<file path="config.mk">
export PLATFORM = sky130hd
export DESIGN_NAME = sump3_lb_arbiter
export DESIGN_NICKNAME = d
export VERILOG_FILES = /design/src/rtl/sump3_lb_arbiter.sv
export SDC_FILE = /design/constraint.sdc
export NUM_CORES = 1
export LEC_CHECK = 0
export ABC_AREA = 0
export ABC_CLOCK_PERIOD_IN_PS = 5070
export CORE_AREA = 2 2 137 113
export CTS_CLUSTER_SIZE = 28
export DETAILED_ROUTE_END_ITERATION = 10
export DIE_AREA = 0 0 139 115
export GPL_TIMING_DRIVEN = 1
export MAX_ROUTING_LAYER = met4
export PLACE_DENSITY = 0.65
export SYNTH_ARGS = -nofsm -noshare
export SYNTH_HDL_FRONTEND = slang
export SYNTH_SLANG_ARGS = --single-unit
</file>
<file path="constraint.sdc">
create_clock -name clk_lb -period 5.07 [get_ports clk_lb]
set_input_delay 1.014 -clock clk_lb [delete_from_list [all_inputs] [get_ports clk_lb]]
set_output_delay 1.014 -clock clk_lb [all_outputs]
set_load 0.01 [all_outputs]
</file>
<file path="src/rtl/sump3_lb_arbiter.sv">
`default_nettype none
// ============================================================================
// Module      : sump3_lb_arbiter
// Description : Two-requester round-robin arbiter in front of the sump3 core
//               local bus. Each accepted request produces a one-cycle chip
//               select / rd|wr strobe. Writes then complete. Reads wait for
//               lb_rd_rdy, or give up after rd_timeout WAIT cycles and return
//               32'hDEADBEEF with err set. Every output is registered.
// Ports       : clk_lb / reset         - clock, async active-high reset
//               reqN_valid/ctrl/wr/wr_d - request from requester N (N = 0,1)
//               reqN_done/rd_d/err      - completion pulse, read data, timeout
//               lb_cs_ctrl/lb_cs_data/lb_wr/lb_rd/lb_wr_d - core strobes, data
//               lb_rd_d / lb_rd_rdy     - read return from the core
//               busy                    - high whenever the FSM is not IDLE
// Revision    : 1.0 - initial release
// ============================================================================
module sump3_lb_arbiter #(
    parameter int unsigned rd_timeout = 255
) (
    input  logic        clk_lb,
    input  logic        reset,
    input  logic        req0_valid,
    input  logic        req0_ctrl,
    input  logic        req0_wr,
    input  logic [31:0] req0_wr_d,
    output logic        req0_done,
    output logic [31:0] req0_rd_d,
    output logic        req0_err,
    input  logic        req1_valid,
    input  logic        req1_ctrl,
    input  logic        req1_wr,
    input  logic [31:0] req1_wr_d,
    output logic        req1_done,
    output logic [31:0] req1_rd_d,
    output logic        req1_err,
    output logic        lb_cs_ctrl,
    output logic        lb_cs_data,
    output logic        lb_wr,
    output logic        lb_rd,
    output logic [31:0] lb_wr_d,
    input  logic [31:0] lb_rd_d,
    input  logic        lb_rd_rdy,
    output logic        busy
);

    localparam logic [1:0]  c_IDLE         = 2'd0;
    localparam logic [1:0]  c_ISSUE        = 2'd1;
    localparam logic [1:0]  c_WAIT         = 2'd2;
    localparam logic [1:0]  c_DONE         = 2'd3;
    localparam logic [8:0]  c_TIMEOUT      = 9'(rd_timeout);
    localparam logic [31:0] c_TIMEOUT_DATA = 32'hDEAD_BEEF;

    logic [1:0]  state_q, state_d;
    logic        grant_q, grant_d;
    logic        wr_q, wr_d;
    logic        last_grant_q, last_grant_d;
    logic [7:0]  cnt_q, cnt_d;
    logic        cs_ctrl_q, cs_ctrl_d;
    logic        cs_data_q, cs_data_d;
    logic        lbwr_q, lbwr_d;
    logic        lbrd_q, lbrd_d;
    logic [31:0] wdat_q, wdat_d;
    logic        done0_q, done0_d;
    logic        done1_q, done1_d;
    logic [31:0] rd0_q, rd0_d;
    logic [31:0] rd1_q, rd1_d;
    logic        err0_q, err0_d;
    logic        err1_q, err1_d;
    logic        busy_q, busy_d;

    logic        w_any_req;
    logic        w_sel;
    logic        w_timeout_hit;
    logic        w_fin;
    logic        w_fin_err;
    logic [31:0] w_fin_data;

    assign w_any_req = req0_valid | req1_valid;

    // Round robin: on a tie the requester not served last wins; otherwise the
    // lone requester wins (w_sel = 1 only when req1 is the one asking).
    always_comb begin
        if (req0_valid && req1_valid) begin
            w_sel = ~last_grant_q;
        end else begin
            w_sel = req1_valid;
        end
    end

    // Counter enters WAIT at 0; the WAIT cycle in which it would step to
    // rd_timeout is the last one, so WAIT lasts exactly rd_timeout cycles.
    assign w_timeout_hit = (({1'b0, cnt_q} + 9'd1) == c_TIMEOUT);

    // Transaction finishes this cycle (next state is DONE). Read data beats a
    // coincident timeout because lb_rd_rdy is tested first.
    assign w_fin      = ((state_q == c_ISSUE) && (wr_q || lb_rd_rdy)) ||
                        ((state_q == c_WAIT)  && (lb_rd_rdy || w_timeout_hit));
    assign w_fin_err  = ~wr_q & ~lb_rd_rdy;
    assign w_fin_data = lb_rd_rdy ? lb_rd_d : c_TIMEOUT_DATA;

    // State register
    always_ff @(posedge clk_lb or posedge reset) begin
        if (reset) begin
            state_q <= c_IDLE;
        end else begin
            state_q <= state_d;
        end
    end

    // Next-state logic
    always_comb begin
        state_d = state_q;
        case (state_q)
            c_IDLE:  if (w_any_req) state_d = c_ISSUE;
            c_ISSUE: state_d = (wr_q || lb_rd_rdy) ? c_DONE : c_WAIT;
            c_WAIT:  if (lb_rd_rdy || w_timeout_hit) state_d = c_DONE;
            c_DONE:  state_d = c_IDLE;
            default: state_d = c_IDLE;
        endcase
    end

    // Output / datapath next-values; strobes are loaded on the IDLE->ISSUE
    // edge so they are high for exactly the ISSUE cycle.
    always_comb begin
        grant_d      = grant_q;
        wr_d         = wr_q;
        last_grant_d = last_grant_q;
        cnt_d        = cnt_q;
        cs_ctrl_d    = 1'b0;
        cs_data_d    = 1'b0;
        lbwr_d       = 1'b0;
        lbrd_d       = 1'b0;
        wdat_d       = wdat_q;
        done0_d      = 1'b0;
        done1_d      = 1'b0;
        rd0_d        = rd0_q;
        rd1_d        = rd1_q;
        err0_d       = err0_q;
        err1_d       = err1_q;
        busy_d       = (state_d != c_IDLE);

        case (state_q)
            c_IDLE: begin
                if (w_any_req) begin
                    grant_d      = w_sel;
                    last_grant_d = w_sel;
                    wr_d         = w_sel ? req1_wr   : req0_wr;
                    cs_ctrl_d    = w_sel ? req1_ctrl : req0_ctrl;
                    cs_data_d    = ~cs_ctrl_d;
                    lbwr_d       = wr_d;
                    lbrd_d       = ~wr_d;
                    wdat_d       = w_sel ? req1_wr_d : req0_wr_d;
                end
            end
            c_ISSUE: cnt_d = 8'd0;
            c_WAIT:  cnt_d = cnt_q + 8'd1;
            default: ;
        endcase

        if (w_fin) begin
            if (grant_q) begin
                done1_d = 1'b1;
                err1_d  = w_fin_err;
                if (!wr_q) rd1_d = w_fin_data;
            end else begin
                done0_d = 1'b1;
                err0_d  = w_fin_err;
                if (!wr_q) rd0_d = w_fin_data;
            end
        end
    end

    // Output / datapath registers
    always_ff @(posedge clk_lb or posedge reset) begin
        if (reset) begin
            grant_q      <= 1'b0;
            wr_q         <= 1'b0;
            last_grant_q <= 1'b1;
            cnt_q        <= 8'd0;
            cs_ctrl_q    <= 1'b0;
            cs_data_q    <= 1'b0;
            lbwr_q       <= 1'b0;
            lbrd_q       <= 1'b0;
            wdat_q       <= 32'd0;
            done0_q      <= 1'b0;
            done1_q      <= 1'b0;
            rd0_q        <= 32'd0;
            rd1_q        <= 32'd0;
            err0_q       <= 1'b0;
            err1_q       <= 1'b0;
            busy_q       <= 1'b0;
        end else begin
            grant_q      <= grant_d;
            wr_q         <= wr_d;
            last_grant_q <= last_grant_d;
            cnt_q        <= cnt_d;
            cs_ctrl_q    <= cs_ctrl_d;
            cs_data_q    <= cs_data_d;
            lbwr_q       <= lbwr_d;
            lbrd_q       <= lbrd_d;
            wdat_q       <= wdat_d;
            done0_q      <= done0_d;
            done1_q      <= done1_d;
            rd0_q        <= rd0_d;
            rd1_q        <= rd1_d;
            err0_q       <= err0_d;
            err1_q       <= err1_d;
            busy_q       <= busy_d;
        end
    end

    assign lb_cs_ctrl = cs_ctrl_q;
    assign lb_cs_data = cs_data_q;
    assign lb_wr      = lbwr_q;
    assign lb_rd      = lbrd_q;
    assign lb_wr_d    = wdat_q;
    assign req0_done  = done0_q;
    assign req1_done  = done1_q;
    assign req0_rd_d  = rd0_q;
    assign req1_rd_d  = rd1_q;
    assign req0_err   = err0_q;
    assign req1_err   = err1_q;
    assign busy       = busy_q;

endmodule
`default_nettype wire

</file>
==> run metrics, run 1 <==
status completed; Synth Area in Compound Gates around a fifth; commonest non-fill, non-tap cells in the layout clkdlybuf4s50_1 (209), dfrtp_1 (117), nand2_1 (58), o32a_1 (48), o21ai_0 (39); post-synthesis cell count 421; Horiz. Die Dim 139 um; Yosys reg bits about 120; post-synthesis sequential area ratio approximately three fifths; Ports 210; Synth Area in Adders 1.247%; DR WL/cell 17.22 um; XOR/XNOR share of the synthesized area 0.1746%; nets 733; die area 0.01599 mm2; required time of the critical path 5360 ps; ANT cells 0; deepest clock path buffer count 2; hold_buf cts 0; # DRC 0; CP arrival 3260 ps; area delta synth->final 57.21%; initial antenna violation count 0; post-CTS setup buffer count 0; Vias/cell just over 5; Pwr per Cell Area 612.6 mW/mm2; VDD IR max ~0.3 mV; Die Y approximately 120 um; total wire length after detailed routing around 14000 um; Final setup viols 0; PortBufs approximately 210; worst slew pin tran 1208 ps; Yosys cell types 45; pins over their slew limit 0; Resized cells post-CTS 0; most common cell after layout, fill and taps aside clkdlybuf4s50_1; DRT Pass-1 Iters 6; min Tclk post-route between 2000 and 3000 ps; final core utilization 53.97%; # fillers roughly 1300; clock skew a little over 6 ps; initial cell density of the core 34.33%; core area about 0.015 mm2; clk root buf clkbuf_16; final period utilization 58.47%; row count 40; TritonCTS Buffers 17; hold crit path type reg2reg; Antenna Nets Post-Route 0; Storage cell area 0.002954 mm2; RSZ-0062 raised after global routing false; largest family of logic cells by synthesized area compound AO/OA/AOI/OAI gates; total power draw 4.832 mW; placed cell count 793; Post-Syn Area 0.005017 mm2; H-tree Lvls 4; Hold Vio Cnt, Final 0; Crit. End Element flop; post-synthesis mux area share 7.506%; # Max-Cap Violations 0; DR vias between 4000 and 5000; Syn Nets roughly 530; share of post-route cells with drive strength above 1 8.333%; GR Overflow Total 0; Multi-input gate area 0.001857 mm2; first-pass GRT wire length 23290 um; Synth Area per Inst 11.92 um2; # clock sinks 118; Setup Crit Path Kind reg2reg; CTS tree built; leakage 3.253 nW; Clk pin slew, worst setup/hold paths 50 ps; drt first-iter violations about 180; Placer Congestion 0.8140; max_slew headroom 18.99%; Setup TNS Final 0 ps; Synth Area in Simple Gates about 7%; DP HPWL 10200 um; latest clock arrival within the worst-skew pair 410 ps; Synthesis Warnings 0; CP Launch Type flop; Crit Path Max Fanout 33; pin count of the biggest net entering global routing 49; Max Freq 337.3 MHz; Overall Global Routing Usage 19.22%; number of global-route vias before repair ~4500; Final Instance Count excl. Fillers roughly 830
-- cell type report --
cell class | instances | area share, %
tap | 189 | 2.998
clock buffer | 23 | 6.060
inverter | 18 | 0.8883
timing repair buffer | 216 | 27.19
clock inverter | 9 | 1.872
multi-input combinational | 252 | 23.54
sequential | 118 | 37.45
-- synthesized netlist by cell type, drive strengths merged --
cell type | count | area share (%)
nand3b | 1 | 0.15
a31oi | 1 | 0.12
ha | 5 | 1.2
xnor2 | 1 | 0.17
nand2 | 58 | 4.3
clkbuf | 15 | 1.1
and3b | 1 | 0.17
o21bai | 1 | 0.37
o22ai | 9 | 1.1
nor3b | 1 | 0.25
a22o | 2 | 0.35
o41ai | 1 | 0.17
nor2b | 6 | 0.75
o2bb2ai | 8 | 1.4
a21bo | 1 | 0.20
buf | 18 | 2.3
o21a | 1 | 0.15
inv | 18 | 1.3
dfrtp | 117 | 58
and3 | 1 | 0.12
nor2 | 8 | 0.60
o31ai | 4 | 0.60
a21boi | 3 | 0.45
nand4 | 1 | 0.12
mux2i | 35 | 7.0
o221a | 2 | 0.62
a21oi | 2 | 0.20
dfstp | 1 | 0.52
a211oi | 1 | 0.25
nor3 | 2 | 0.30
o32a | 48 | 9.6
nand3 | 4 | 0.40
o21ai | 41 | 4.3
mux2 | 2 | 0.52
o221ai | 1 | 0.30
-- through the flow --
stage,hold WS (ps),setup slack [ps],instance area (um2)
2_1_floorplan,496.6,928.5,5017
4_1_cts,482.1,2061,7888
6_report,478.7,2106,7888
5_1_grt,508.4,1866,7888
3_3_place_gp,460.6,1782,7262
3_5_place_dp,470.2,1698,7262
-- critical path, cell delays in order (launching register included) --
cell and delay [ps]:
dfrtp_1 370, inv_1 70, ha_1 320, o21ai_0 610, nand2_1 300, o21bai_4 750, inv_2 80, mux2_1 330
-- kinds of logic after synthesis --
| group | after synthesis |
|---|---|
| flops | 118 |
| mux | 37 |
| buf+inv | 51 |
| fa+ha+maj | 5 |
| xor+xnor | 1 |
| compound gates | 126 |
| simple gates | 83 |
-- per-layer routing --
layer  GRT usage, %  wire length (um)
met5              -                 0
met4          7.946               296
met3          7.663              1255
met2          29.56              6719
met1          22.68              5936
-- state kept, by name, indices dropped and copies added, names as in the netlist --
signal / flops
lb_wr_d: 32
cnt_q: 8
req0_rd_d: 32
lb_wr: 1
last_grant_q: 1
lb_rd: 1
wr_q: 1
req0_done: 1
req1_rd_d: 32
grant_q: 1
req1_err: 1
req0_err: 1
state_q: 2
lb_cs_data: 1
lb_cs_ctrl: 1
req1_done: 1
busy: 1
-- final timing paths --
kind,end,start,cells past startpoint,slack (ps)
max in group asynchronous,req0_rd_d[10],reset,3,3110
min in group asynchronous,lb_wr_d[2],reset,2,1030
worst min register to register,lb_wr_d[22],lb_wr_d[22],2,480
worst max register to register,req0_err,state_q[0],7,2110
worst max-delay path,req0_err,state_q[0],7,2110
worst min-delay path,lb_wr_d[22],lb_wr_d[22],2,480
-- report_power, final --
| part | switching [mW] | internal (mW) | total [mW] | leakage, nW |
|---|---|---|---|---|
| clock network | 0.414 | 0.857 | 1.27 | 0.307 |
| logic | 0.902 | 1.05 | 1.95 | 1.54 |
| registers | 0.254 | 1.35 | 1.61 | 1.41 |
| total | 1.57 | 3.26 | 4.83 | 3.25 |
(Power assumes the default switching activity.)
==> run 2, diff against run 1 <==
Settings changed: ABC_CLOCK_PERIOD_IN_PS 5070 to 3000.
Clock period 5.07 ns to 3 ns, I/O delays scaled along.
==> run 2 against run 1 <==
Effect of this change:
- clock skew is essentially flat
- sequential power grew 68%
- sequential share of layout area shrank 0.11 points
- largest power group unchanged
- critical path type unchanged
- critical endpoint is now req0_rd_d[30]
- cell count grew 0.61%
==> run metrics, run 2 (synthesized netlist as in run 1, its figures left out) <==
Die Y 115 um (unchanged); R2R setup slack 410 ps (-1690 ps); R2R Path End req0_rd_d[30]; initial antenna violation count 0 (unchanged); DP HPWL 10610 um (+4.0%); commonest non-fill, non-tap cells in the layout clkdlybuf4s50_1 (209), dfrtp_1 (117), nand2_1 (58), o32a_1 (48), o21ai_0 (39); nets 739 (+0.82%); CTS tree built; Setup TNS Final 0 ps (unchanged); Horiz. Die Dim 139 um (unchanged); Net Sw Power 2.665 mW (+70%); PortBufs 209 (unchanged); drt first-iter violations 186 (+3.9%); Overall Global Routing Usage 19.42% (+0.21 points); core area 0.01461 mm2 (unchanged); row count 40 (unchanged); required time of the critical path 3350 ps (-2010 ps); CP Cell Sequence inv_1, ha_1, o21ai_0, nand2_1, o21bai_4, buf_4, o32a_1; die area 0.01599 mm2 (unchanged); clock skew 5.809 ps (-0.2965 ps); DR vias 4190 (+0.72%); FF-to-FF Start state_q[0]; total wire length after detailed routing 14430 um (+1.6%); Crit. End Element flop; sw frac 33.46% (+0.98 points); share of power burned in registers 34.1% (+0.8 points); r2r worst-path depth 7 (unchanged); VDD IR max 0.5165 mV (+77%); # DRC 0 (unchanged); Crit Path Max Fanout 32 (-3.0%); WHS Path Cells 2 (unchanged); pin count of the biggest net entering global routing 49 (unchanged); Multi-input gate area 0.001857 mm2 (unchanged); pins over their slew limit 0 (unchanged); # fillers 1244 (-1.6%); Vias/cell 5.048 (+0.11%); share of post-route cells with drive strength above 1 9.204% (+0.87 points); slowest stage cell, crit path o21ai_0; Setup WS post-layout 414.9 ps (-1691 ps); H-tree Lvls 4 (unchanged); Final setup viols 0 (unchanged); Clock Power Share 23.8% (-2.5 points); hold_buf cts 0 (unchanged); DRT Pass-1 Iters 4 (-2); max_slew headroom 52.44% (+33 points); min Tclk post-route 2585 ps (-379.3 ps); deepest clock path buffer count 2 (unchanged); DR WL/cell 17.38 um (+0.95%); Resized cells post-CTS 0 (unchanged); final period utilization 86.17% (+28 points); latest clock arrival within the worst-skew pair 420 ps (about the same); ANT cells 0 (unchanged); GR Overflow Total 0 (unchanged); CP Launch Type flop; RSZ-0062 raised after global routing false; hold crit path type reg2reg; Antenna Nets Post-Route 0 (unchanged); Ports 210 (unchanged); # Max-Cap Violations 0 (unchanged); status completed; Hold Crit Start lb_wr_d[8]; Setup Crit Path Kind reg2reg; clk root buf clkbuf_16; # clock sinks 118 (unchanged); CP max stage delay 620 ps (-130 ps); initial cell density of the core 34.33% (unchanged); area delta synth->final 57.66%; leakage 3.256 nW (about the same); first-pass GRT wire length 23270 um (about the same); CP arrival 2940 ps (-320 ps); Storage cell area 0.002954 mm2 (unchanged); Hold Vio Cnt, Final 0 (unchanged); Max Freq 386.8 MHz (+15%); number of global-route vias before repair 4563 (+1.1%); worst slew pin tran 705.9 ps (-502.1 ps); post-route cell area 0.007910 mm2 (+0.29%); Placed Area 0.007358 mm2 (+1.3%); Clk pin slew, worst setup/hold paths 50 ps (about the same); Placer Congestion 0.8168 (+0.34%); most common cell after layout, fill and taps aside clkdlybuf4s50_1; post-CTS setup buffer count 0 (unchanged); Post-Place Worst Slack 470.5 ps (-1228 ps); end point of the worst hold path lb_wr_d[8]; Pwr per Cell Area 1007 mW/mm2 (+64%); P_int 5.298 mW (+62%); combinational power share 42.1% (+1.7 points); TritonCTS Buffers 17 (unchanged)
## run 2: cell types whose count changed in the layout (fill, tap and decap cells not counted), sizes merged
cell      delta
buf          +6
bufinv       -3
clkbuf       -1
clkinv       +1
clkinvlp     +3
inv          -1
## run 2: final cells by class
cell class,instances,share of cell area [%]
sequential,118,37.35
clock buffer,22,5.995
multi-input combinational,252,23.47
inverter,18,0.9016
timing repair buffer,222,28.31
clock inverter,9,0.9807
tap,189,2.990
## run 2: power by group through the flow
| stage | registers, mW | logic (mW) | clock network, mW |
|---|---|---|---|
| global route | 2.81 | 3.64 | 2.02 |
| floorplan | 2.96 | 1.26 | 0 |
| detailed placement | 2.73 | 3.37 | 0 |
| global placement | 2.72 | 3.29 | 0 |
| CTS | 2.72 | 3.39 | 1.93 |
| finish | 2.71 | 3.36 | 1.89 |
## run 2: through the flow
step,instances,hold slack (ps),util (%),power [mW]
3_3_place_gp,799,460.2,50.35,6.011
6_report,830,477.3,54.13,7.963
5_1_grt,830,500.2,54.13,8.465
2_1_floorplan,421,496.6,-,4.225
3_5_place_dp,799,471.7,50.35,6.103
4_1_cts,830,480.4,54.13,8.044
## run 2: how the worst max path moves through the flow
stage,end,slack [ps],cells past startpoint,from
floorplan,busy,960,1,reset
global placement,req0_rd_d[7],580,6,lb_rd_rdy
detailed placement,req0_rd_d[12],470,6,lb_rd_rdy
CTS,req0_rd_d[12],460,7,state_q[0]
global route,req0_rd_d[25],220,7,state_q[0]
finish,req0_rd_d[30],410,7,state_q[0]
## run 2: layer usage
| metal | GRT usage, % | share of wire [%] |
|---|---|---|
| met1 | 23.61 | 43 |
| met5 | - | 0 |
| met3 | 7.414 | 8.9 |
| met2 | 29.52 | 46 |
| met4 | 7.542 | 1.8 |
## run 2: worst max-delay path, delay by kind of cell, from the launching register on
family / cells / cell delay, ps
flops: 1 / 370
fa+ha+maj: 1 / 320
compound gates: 3 / 1040
buf+inv: 2 / 420
simple gates: 1 / 330
